<file path="config.mk">
export PLATFORM = sky130hd
export DESIGN_NAME = pc_gen
export DESIGN_NICKNAME = d
export VERILOG_FILES = /design/src/rtl/pc_pkg.sv /design/src/rtl/pc_next_sel.sv /design/src/rtl/pc_gen.sv
export SDC_FILE = /design/constraint.sdc
export NUM_CORES = 1
export LEC_CHECK = 0
export CORE_MARGIN = 2
export CORE_UTILIZATION = 52
export CTS_BUF_LIST = sky130_fd_sc_hd__clkbuf_16
export DETAILED_ROUTE_END_ITERATION = 8
export PLACE_DENSITY = 0.95
export SLEW_MARGIN = 20
export SYNTH_ARGS = -nofsm -noshare
export SYNTH_HDL_FRONTEND = slang
export SYNTH_HIERARCHICAL = 1
export SYNTH_SLANG_ARGS = --single-unit
</file>
<file path="constraint.sdc">
create_clock -name clk -period 7.4 [get_ports clk]
set_input_delay 1.11 -clock clk [delete_from_list [all_inputs] [get_ports clk]]
set_output_delay 1.11 -clock clk [all_outputs]
set_load 0.01 [all_outputs]
</file>
<file path="src/rtl/pc_pkg.sv">
// Shared types and helpers for the fetch program-counter generator.
package pc_pkg;

   typedef enum logic [1:0] {
      BOOT = 2'd0,
      RUN  = 2'd1,
      HALT = 2'd2
   } pc_state_t;

   localparam int DEFAULT_ALIGN_BITS = 2;
   localparam int DEFAULT_PC_STEP    = 1 << DEFAULT_ALIGN_BITS;

   // Sequential fetch step in bytes for a given alignment.
   function automatic logic [63:0] pc_step(input int align_bits);
      return 64'd1 << align_bits;
   endfunction

   // Low-bit mask covering the sub-instruction byte offset.
   function automatic logic [63:0] align_mask(input int align_bits);
      return (64'd1 << align_bits) - 64'd1;
   endfunction

endpackage

</file>
<file path="src/rtl/pc_next_sel.sv">
// Combinational priority mux choosing the next fetch PC and controller state.
module pc_next_sel
   import pc_pkg::*;
#(
   parameter int XLEN       = 32,
   parameter int ALIGN_BITS = 2
) (
   input  pc_state_t         i_state,
   input  logic [XLEN-1:0]   i_pc,
   input  logic              i_fetch_valid,
   input  logic              i_fetch_ready,
   input  logic              i_stall,
   input  logic              i_redirect,
   input  logic [XLEN-1:0]   i_redirect_addr,
   input  logic              i_trap,
   input  logic [XLEN-1:0]   i_trap_addr,
   input  logic              i_halt,
   input  logic              i_resume,
   output logic [XLEN-1:0]   o_next_pc,
   output logic              o_take_misalign,
   output pc_state_t         o_next_state
);

   localparam logic [XLEN-1:0] STEP = XLEN'(pc_step(ALIGN_BITS));
   localparam logic [XLEN-1:0] MASK = XLEN'(align_mask(ALIGN_BITS));

   logic [XLEN-1:0] w_trap_vec;
   logic [XLEN-1:0] w_redirect_pc;
   logic            w_misaligned;
   logic            w_advance;

   assign w_trap_vec    = i_trap_addr & ~MASK;
   assign w_misaligned  = (i_redirect_addr & MASK) != '0;
   // A misaligned branch target vectors straight to the trap handler.
   assign w_redirect_pc = w_misaligned ? w_trap_vec : i_redirect_addr;
   assign w_advance     = i_fetch_valid & i_fetch_ready & ~i_stall;

   always_comb begin
      o_next_pc       = i_pc;
      o_next_state    = i_state;
      o_take_misalign = 1'b0;
      case (i_state)
         BOOT: begin
            o_next_state = RUN;
         end
         RUN: begin
            if (i_trap) begin
               o_next_pc = w_trap_vec;
            end else if (i_redirect) begin
               o_next_pc       = w_redirect_pc;
               o_take_misalign = w_misaligned;
            end else if (i_halt) begin
               o_next_state = HALT;
            end else if (w_advance) begin
               o_next_pc = i_pc + STEP;
            end
         end
         HALT: begin
            if (i_trap) begin
               o_next_pc    = w_trap_vec;
               o_next_state = RUN;
            end else if (i_resume) begin
               o_next_state = RUN;
            end else if (i_redirect) begin
               o_next_pc       = w_redirect_pc;
               o_take_misalign = w_misaligned;
            end
         end
         default: begin
            o_next_state = BOOT;
         end
      endcase
   end

endmodule

</file>
<file path="src/rtl/pc_gen.sv">
// Fetch PC generator: state, PC and misalign registers around pc_next_sel.
module pc_gen
   import pc_pkg::*;
#(
   parameter int              XLEN       = 32,
   parameter logic [XLEN-1:0] RESET_ADDR = '0,
   parameter int              ALIGN_BITS = 2
) (
   input  logic              clk,
   input  logic              rst,
   input  logic              stall,
   input  logic              redirect,
   input  logic [XLEN-1:0]   redirect_addr,
   input  logic              trap,
   input  logic [XLEN-1:0]   trap_addr,
   input  logic              halt,
   input  logic              resume,
   input  logic              fetch_ready,
   output logic              fetch_valid,
   output logic [XLEN-1:0]   pc,
   output logic [XLEN-1:0]   pc_plus,
   output logic              misalign,
   output logic [XLEN-1:0]   misalign_addr
);

   localparam logic [XLEN-1:0] STEP = XLEN'(pc_step(ALIGN_BITS));

   pc_state_t       r_state;
   logic [XLEN-1:0] r_pc;
   logic            r_fetch_valid;
   logic            r_misalign;
   logic [XLEN-1:0] r_misalign_addr;

   pc_state_t       w_next_state;
   logic [XLEN-1:0] w_next_pc;
   logic            w_take_misalign;

   pc_next_sel #(
      .XLEN       (XLEN),
      .ALIGN_BITS (ALIGN_BITS)
   ) u_next_sel (
      .i_state         (r_state),
      .i_pc            (r_pc),
      .i_fetch_valid   (r_fetch_valid),
      .i_fetch_ready   (fetch_ready),
      .i_stall         (stall),
      .i_redirect      (redirect),
      .i_redirect_addr (redirect_addr),
      .i_trap          (trap),
      .i_trap_addr     (trap_addr),
      .i_halt          (halt),
      .i_resume        (resume),
      .o_next_pc       (w_next_pc),
      .o_take_misalign (w_take_misalign),
      .o_next_state    (w_next_state)
   );

   // fetch_valid is a registered decode of the RUN state.
   always_ff @(posedge clk or posedge rst) begin
      if (rst) begin
         r_state         <= BOOT;
         r_pc            <= RESET_ADDR;
         r_fetch_valid   <= 1'b0;
         r_misalign      <= 1'b0;
         r_misalign_addr <= '0;
      end else begin
         r_state       <= w_next_state;
         r_pc          <= w_next_pc;
         r_fetch_valid <= (w_next_state == RUN);
         r_misalign    <= w_take_misalign;
         if (w_take_misalign) begin
            r_misalign_addr <= redirect_addr;
         end
      end
   end

   assign fetch_valid   = r_fetch_valid;
   assign pc            = r_pc;
   assign pc_plus       = r_pc + STEP;
   assign misalign      = r_misalign;
   assign misalign_addr = r_misalign_addr;

endmodule

</file>
* After elaboration in Yosys (flattened, before gate mapping)
Cells that the tools add are included.
** Operators by class
- Mux-type cells :: 20
- Bitwise gates (word level) :: 3
- Eq/ne operators :: 7
- Reduce and logical (&&, ||, !) cells :: 4
- Add/subtract/negate cells :: 1
** Operators by type and width (number)
- two-way mux 32 bit :: 8
- one-hot mux 32 bit (2 select lines) :: 1
- adder 32 x 3 -> 32 bit, second input constant :: 1
- nonzero test 32 bit :: 1
- two-way mux 2 bit :: 5
- inequality test 3 bit, second input constant :: 2
- one-hot mux 2 bit (3 select lines) :: 1
- AND reduction 5 bit :: 1
- == test 2 x 1 -> 1 bit, second input constant :: 2
- two-way mux 1 bit :: 4
- inequality test 4 x 3 -> 1 bit, second input constant :: 1
- inequality test 4 bit, second input constant :: 1
- bitwise AND 1 bit :: 2
- == test 2 bit, second input constant :: 1
- zero test 2 bit :: 1
- one-hot mux 1 bit (2 select lines) :: 1
- nonzero test 2 bit :: 1
- inverter 1 bit :: 1
** Word-level totals
- Word-level logic and storage cells :: 40
- Flip-flop bits (word level) :: 68
- Input port bits :: 72
- Output and inout bits :: 98

* Longest topological paths before layout
- Word-level depth :: 7
- Depth in mapped cells :: 9

* By module
The synthesis kept the hierarchy.
** Modules (own cells, without submodules)
- pc_next_sel :: instances 1, area each 2921.6 µm², cells each 498
- pc_gen :: instances 1, area each 2715.1 µm², cells each 198

* Worst setup path before layout
OpenSTA, ideal clock, no wires.
- Path type :: input port to flip-flop
- Start :: input port trap
- End :: register r_misalign_addr[0], in the netlist misalign_addr[0]
- Path slack :: 4.188 ns
- Required time :: 7.275 ns
- Arrival :: 3.087 ns
- Stages :: 9
- Cells stage by stage :: clkbuf_1 -> inv_1 -> clkbuf_1 -> clkbuf_1 -> nand2_1 -> nor4_1 -> clkbuf_1 -> buf_1 -> mux2_2
** On the way
- Cells in the longest elaborated chain, start to end :: 2
** Ends and longest elaborated chain
- start, declared :: RTL line pc_gen.sv:14 : input logic trap,
- two-way mux 1 bit, on equally long branches :: RTL line pc_next_sel.sv:59, pc_next_sel.sv:47
- one-hot mux 1 bit (2 select lines) * :: RTL line pc_next_sel.sv:42 : case (i_state)
- named net w_take_misalign :: RTL line pc_gen.sv:36 : logic w_take_misalign;
- end signal, assigned :: RTL line pc_gen.sv:72 : r_misalign_addr <= redirect_addr;
- end, declared :: RTL line pc_gen.sv:32 : logic [XLEN-1:0] r_misalign_addr;
The timed path passes the listed nets; every way through them passes the cells marked *.
A chain may end at the register's enable or synchronous reset.

* Worst setup path in the final report
- Start :: register r_pc[5], in the netlist pc[5]
- End :: output port pc_plus[21]
** On the way
- Cells in the longest elaborated chain, start to end :: 1
** Ends and longest elaborated chain
- start, declared :: RTL line pc_gen.sv:29 : logic [XLEN-1:0] r_pc;
- start signal, assigned :: RTL line pc_gen.sv:68 : r_pc <= w_next_pc;
- adder 32 x 3 -> 32 bit :: RTL line pc_gen.sv:79 : assign pc_plus = r_pc + STEP;
- end, declared :: RTL line pc_gen.sv:21 : output logic [XLEN-1:0] pc_plus,
No other way between the ends.

==> results.md <==
- Post-synth EDFFs: 0
- Ant diodes: 0
- Die ar.: 0.0117 mm^2
- I/O Buffers: 167
- Die width: 108 um
- Worst-Margin Slew: 1.18 ns
- Xor-xnor portion of the synthesized cell area: 5.59%
- Synth Area per Inst: approximately 8 um^2
- Register area: ~0.0017 mm^2
- HP Class: register to register
- Multi-input gate area: between 0.003 and 0.004 mm^2
- Total leakage power: ~2.8 nW
- Die Ht: ~110 um
- HPWL after DPL: about 14 mm
- Global route hottest layer: met2
- Worst setup EP type: primary output
- WS Path Type: register to primary output
- Drt wl/cell: roughly 21 um
- Post-route insts no fill: 970
- CP required: between 6 and 7 ns
- Synthesized instance count: 696
- Hold Crit Start: misalign_addr[2]$_DFFE_PP0P_
- Std-Cell Rows: 38
- Setup fix buffers added after clock tree synthesis: 0
- Hold Path Sink: misalign_addr[2]$_DFFE_PP0P_
- Post_cts resized: 0
- CTS Buf Count: 9
- Outcome: complete, no violations
- TritonCTS clock tree: done
- Fin util: roughly 70%
- Clk_skew: between 0.005 and 0.006 ns
- Vias: just under 7000
- Final wirelength: between 20 and 25 mm
- Synth async-reset ratio: between 90% and 100%
- Crit path max fanout: 13
- Most common cell after layout, fill and taps aside: clkdlybuf4s50_1
- Clock sinks: 68
- Maximum VDD drop: between 0.2 and 0.25 mV
- Post-Synth Simple-Gate Area: about a quarter
- Fmax: between 200 and 250 MHz
- Floorplan core area: 0.0107 mm^2
- GPL Wtd Cong: about 1.0
- Tmin final: 4.06 ns
- Post-synthesis sequential area ratio: 30.2%
- Yosys warning count: 6
- Largest net degree at the start of global routing: 69
- Drt first pass iters: 6
- FF-to-FF End: pc[27]$_DFF_PP0_
- Grt met1 use: between 40 and 50%
- Initial antenna violation count: 0
- Post-synthesis sequential element count: 68
- Max-Cap Viols: 0
- Mux share of post-synthesis cell area: under 10%
- Most frequent cells in the layout: clkdlybuf4s50_1, dfrtp_1, o21ai_0, nand2_1, nor2_1
- Synth Area in Compound Gates: 24.5%
- Placed insts: 955
- GRT overflow: 0
- Min-Delay Path Depth: 1
- Slew margin rel.: a little over a fifth
- GRT Overall Usage: a little over a third
- Post-Syn Area: approximately 0.0056 mm^2
- Skew-Pair Late Insertion Delay: roughly 0.33 ns
- R2R cell count: 8
- Max Slew Vio Count: 0
- H-tree depth: 3
- Post-route setup TNS: 0 ns
- Syn_nets: 774
- Unrepaired setup endpoints after global routing: false
- Endpoints failing setup: 0
- Area share of fa/ha/maj cells after synthesis: between 1 and 1.5%
- R2R Setup Slk: about 3.8 ns
- Drt via density: roughly 6.9
- Main synth FF type: dfrtp_1
- Vias in the first global route: 6250
- FF-to-FF Start: r_state[1]$_DFF_PP0_
- Layout cells sized above 1: 8.80%
- Final ANT Viol Nets: 0
- Worst EP arrival: 2.95 ns
- Clock transition at the registers of the reported paths: roughly 0.060 ns
- Largest family of logic cells by synthesized area: compound AO/OA/AOI/OAI gates
- Residual DRC: 0
- Fin crit share: between 50% and 60%
- First DRT Iteration DRCs: between 1000 and 1500
- IO Count: 170
- P&R area growth vs syn: 35.1%
- GR Util met2: between 50% and 60%
- Critical Path Start Type: register
- NumNets Final: roughly 900
- Fill cells: about 820
- Initial Utilization: a little over half
- Hold Buf Count CTS: 0
- First-pass GRT wire length: roughly 32 mm
- Hold Fails Final Rpt: 0
- Power Dens Cells: around 370 mW/mm^2
- Clock Root Buffer: clkbuf_16
- GR Layer Usage met3: a little under 9%
- Post-synth cell types: 70
- Clock Path Buffers: 2
## kinds of logic after synthesis
| kind of cell | after synthesis |
|---|---|
| flip-flops | 68 |
| XOR/XNOR | 36 |
| adder cells (fa/ha/maj) | 6 |
| multiplexers | 43 |
| AO/OA/AOI/OAI | 211 |
| buffers and inverters | 83 |
| AND/OR/NAND/NOR | 249 |
## layer usage
layer  part of all wire (%)  vias to the layer above  wire length [um]
met5                      0                        -                 0
met4                    4.3                        0               888
met3                     15                      117              3080
met2                     45                      629              9260
met1                     36                     3094              7490
li1                       -                     2899                 -
## worst max-delay path: stages (launching register included)
cell	delay, ns
dfrtp_1	0.72
nand4_2	0.22
or3_1	0.61
nor4_4	0.35
xor2_1	0.17
clkdlybuf4s50_1	0.55
## cell usage after synthesis (3+ instances only)
cell type | instances | area [um^2]
o31ai_1 | 5 | 37.5
a21oi_1 | 32 | 160
nor2_1 | 38 | 143
and4_1 | 8 | 70.1
clkbuf_1 | 40 | 150
o21a_1 | 4 | 30.0
nand2_1 | 60 | 225
nand3_1 | 32 | 160
nor4_1 | 11 | 68.8
o21ai_0 | 63 | 315
o221ai_1 | 18 | 158
buf_2 | 6 | 30.0
ha_1 | 6 | 75.1
o211ai_1 | 8 | 60.1
o22ai_1 | 19 | 119
nand4_1 | 19 | 119
a211oi_1 | 5 | 37.5
xnor2_1 | 17 | 149
and3_1 | 7 | 43.8
and2_1 | 4 | 25.0
o311ai_0 | 4 | 35.0
nor2b_1 | 5 | 31.3
inv_1 | 26 | 97.6
dfrtp_1 | 68 | 1700
o2bb2ai_1 | 4 | 35.0
nor3_1 | 27 | 135
a22oi_1 | 5 | 37.5
a211o_1 | 3 | 26.3
xor2_1 | 19 | 166
mux2i_1 | 11 | 110
a22o_1 | 3 | 26.3
or3_1 | 12 | 75.1
nand2b_1 | 5 | 31.3
a31oi_1 | 13 | 81.3
o31a_1 | 4 | 35.0
a311oi_1 | 3 | 26.3
o2111ai_1 | 5 | 43.8
buf_1 | 6 | 22.5
mux2_2 | 32 | 360
## where the power goes
part / internal [mW] / switching (mW) / leakage [nW]
combinational: 0.785 / 0.738 / 1.84
sequential: 0.542 / 0.310 / 0.843
clock: 0.259 / 0.172 / 0.135
total: 1.59 / 1.22 / 2.82
## worst max-delay path by stage
| stage | start | to | slack [ns] |
|---|---|---|---|
| finish | pc[5]$_DFF_PP0_ | pc_plus[21] | 3.34 |
| global route | pc[2]$_DFF_PP0_ | pc_plus[22] | 3.16 |
| CTS | pc[5]$_DFF_PP0_ | pc_plus[21] | 3.33 |
| detailed placement | redirect_addr[0] | pc[10]$_DFF_PP0_ | 3.50 |
| global placement | redirect_addr[0] | pc[10]$_DFF_PP0_ | 3.52 |
| floorplan | trap | misalign_addr[0]$_DFFE_PP0P_ | 4.19 |
## layout make-up
type | instances | share of cell area, %
Multi-Input combinational cell | 545 | 47.4
Tap cell | 140 | 2.30
Sequential cell | 68 | 22.4
Clock buffer | 9 | 2.96
Clock inverter | 6 | 0.871
Inverter | 27 | 1.33
Timing Repair Buffer | 175 | 22.7
## flip-flops by register name (all words and copies together), names as in the netlist
signal         cells
misalign_addr     32
pc                32
r_state            2
fetch_valid        1
misalign           1
## metrics by stage
stage	power, mW	setup WS, ns	instance area [um^2]	hold slack (ns)
2_1_floorplan	1.57	4.19	5640	0.551
3_3_place_gp	2.27	3.52	7320	0.488
3_5_place_dp	2.32	3.50	7320	0.497
4_1_cts	2.77	3.33	7610	0.511
5_1_grt	2.95	3.16	7610	0.522
6_report	2.81	3.34	7610	0.508
Note: power is estimated with default switching activity, not from simulation.
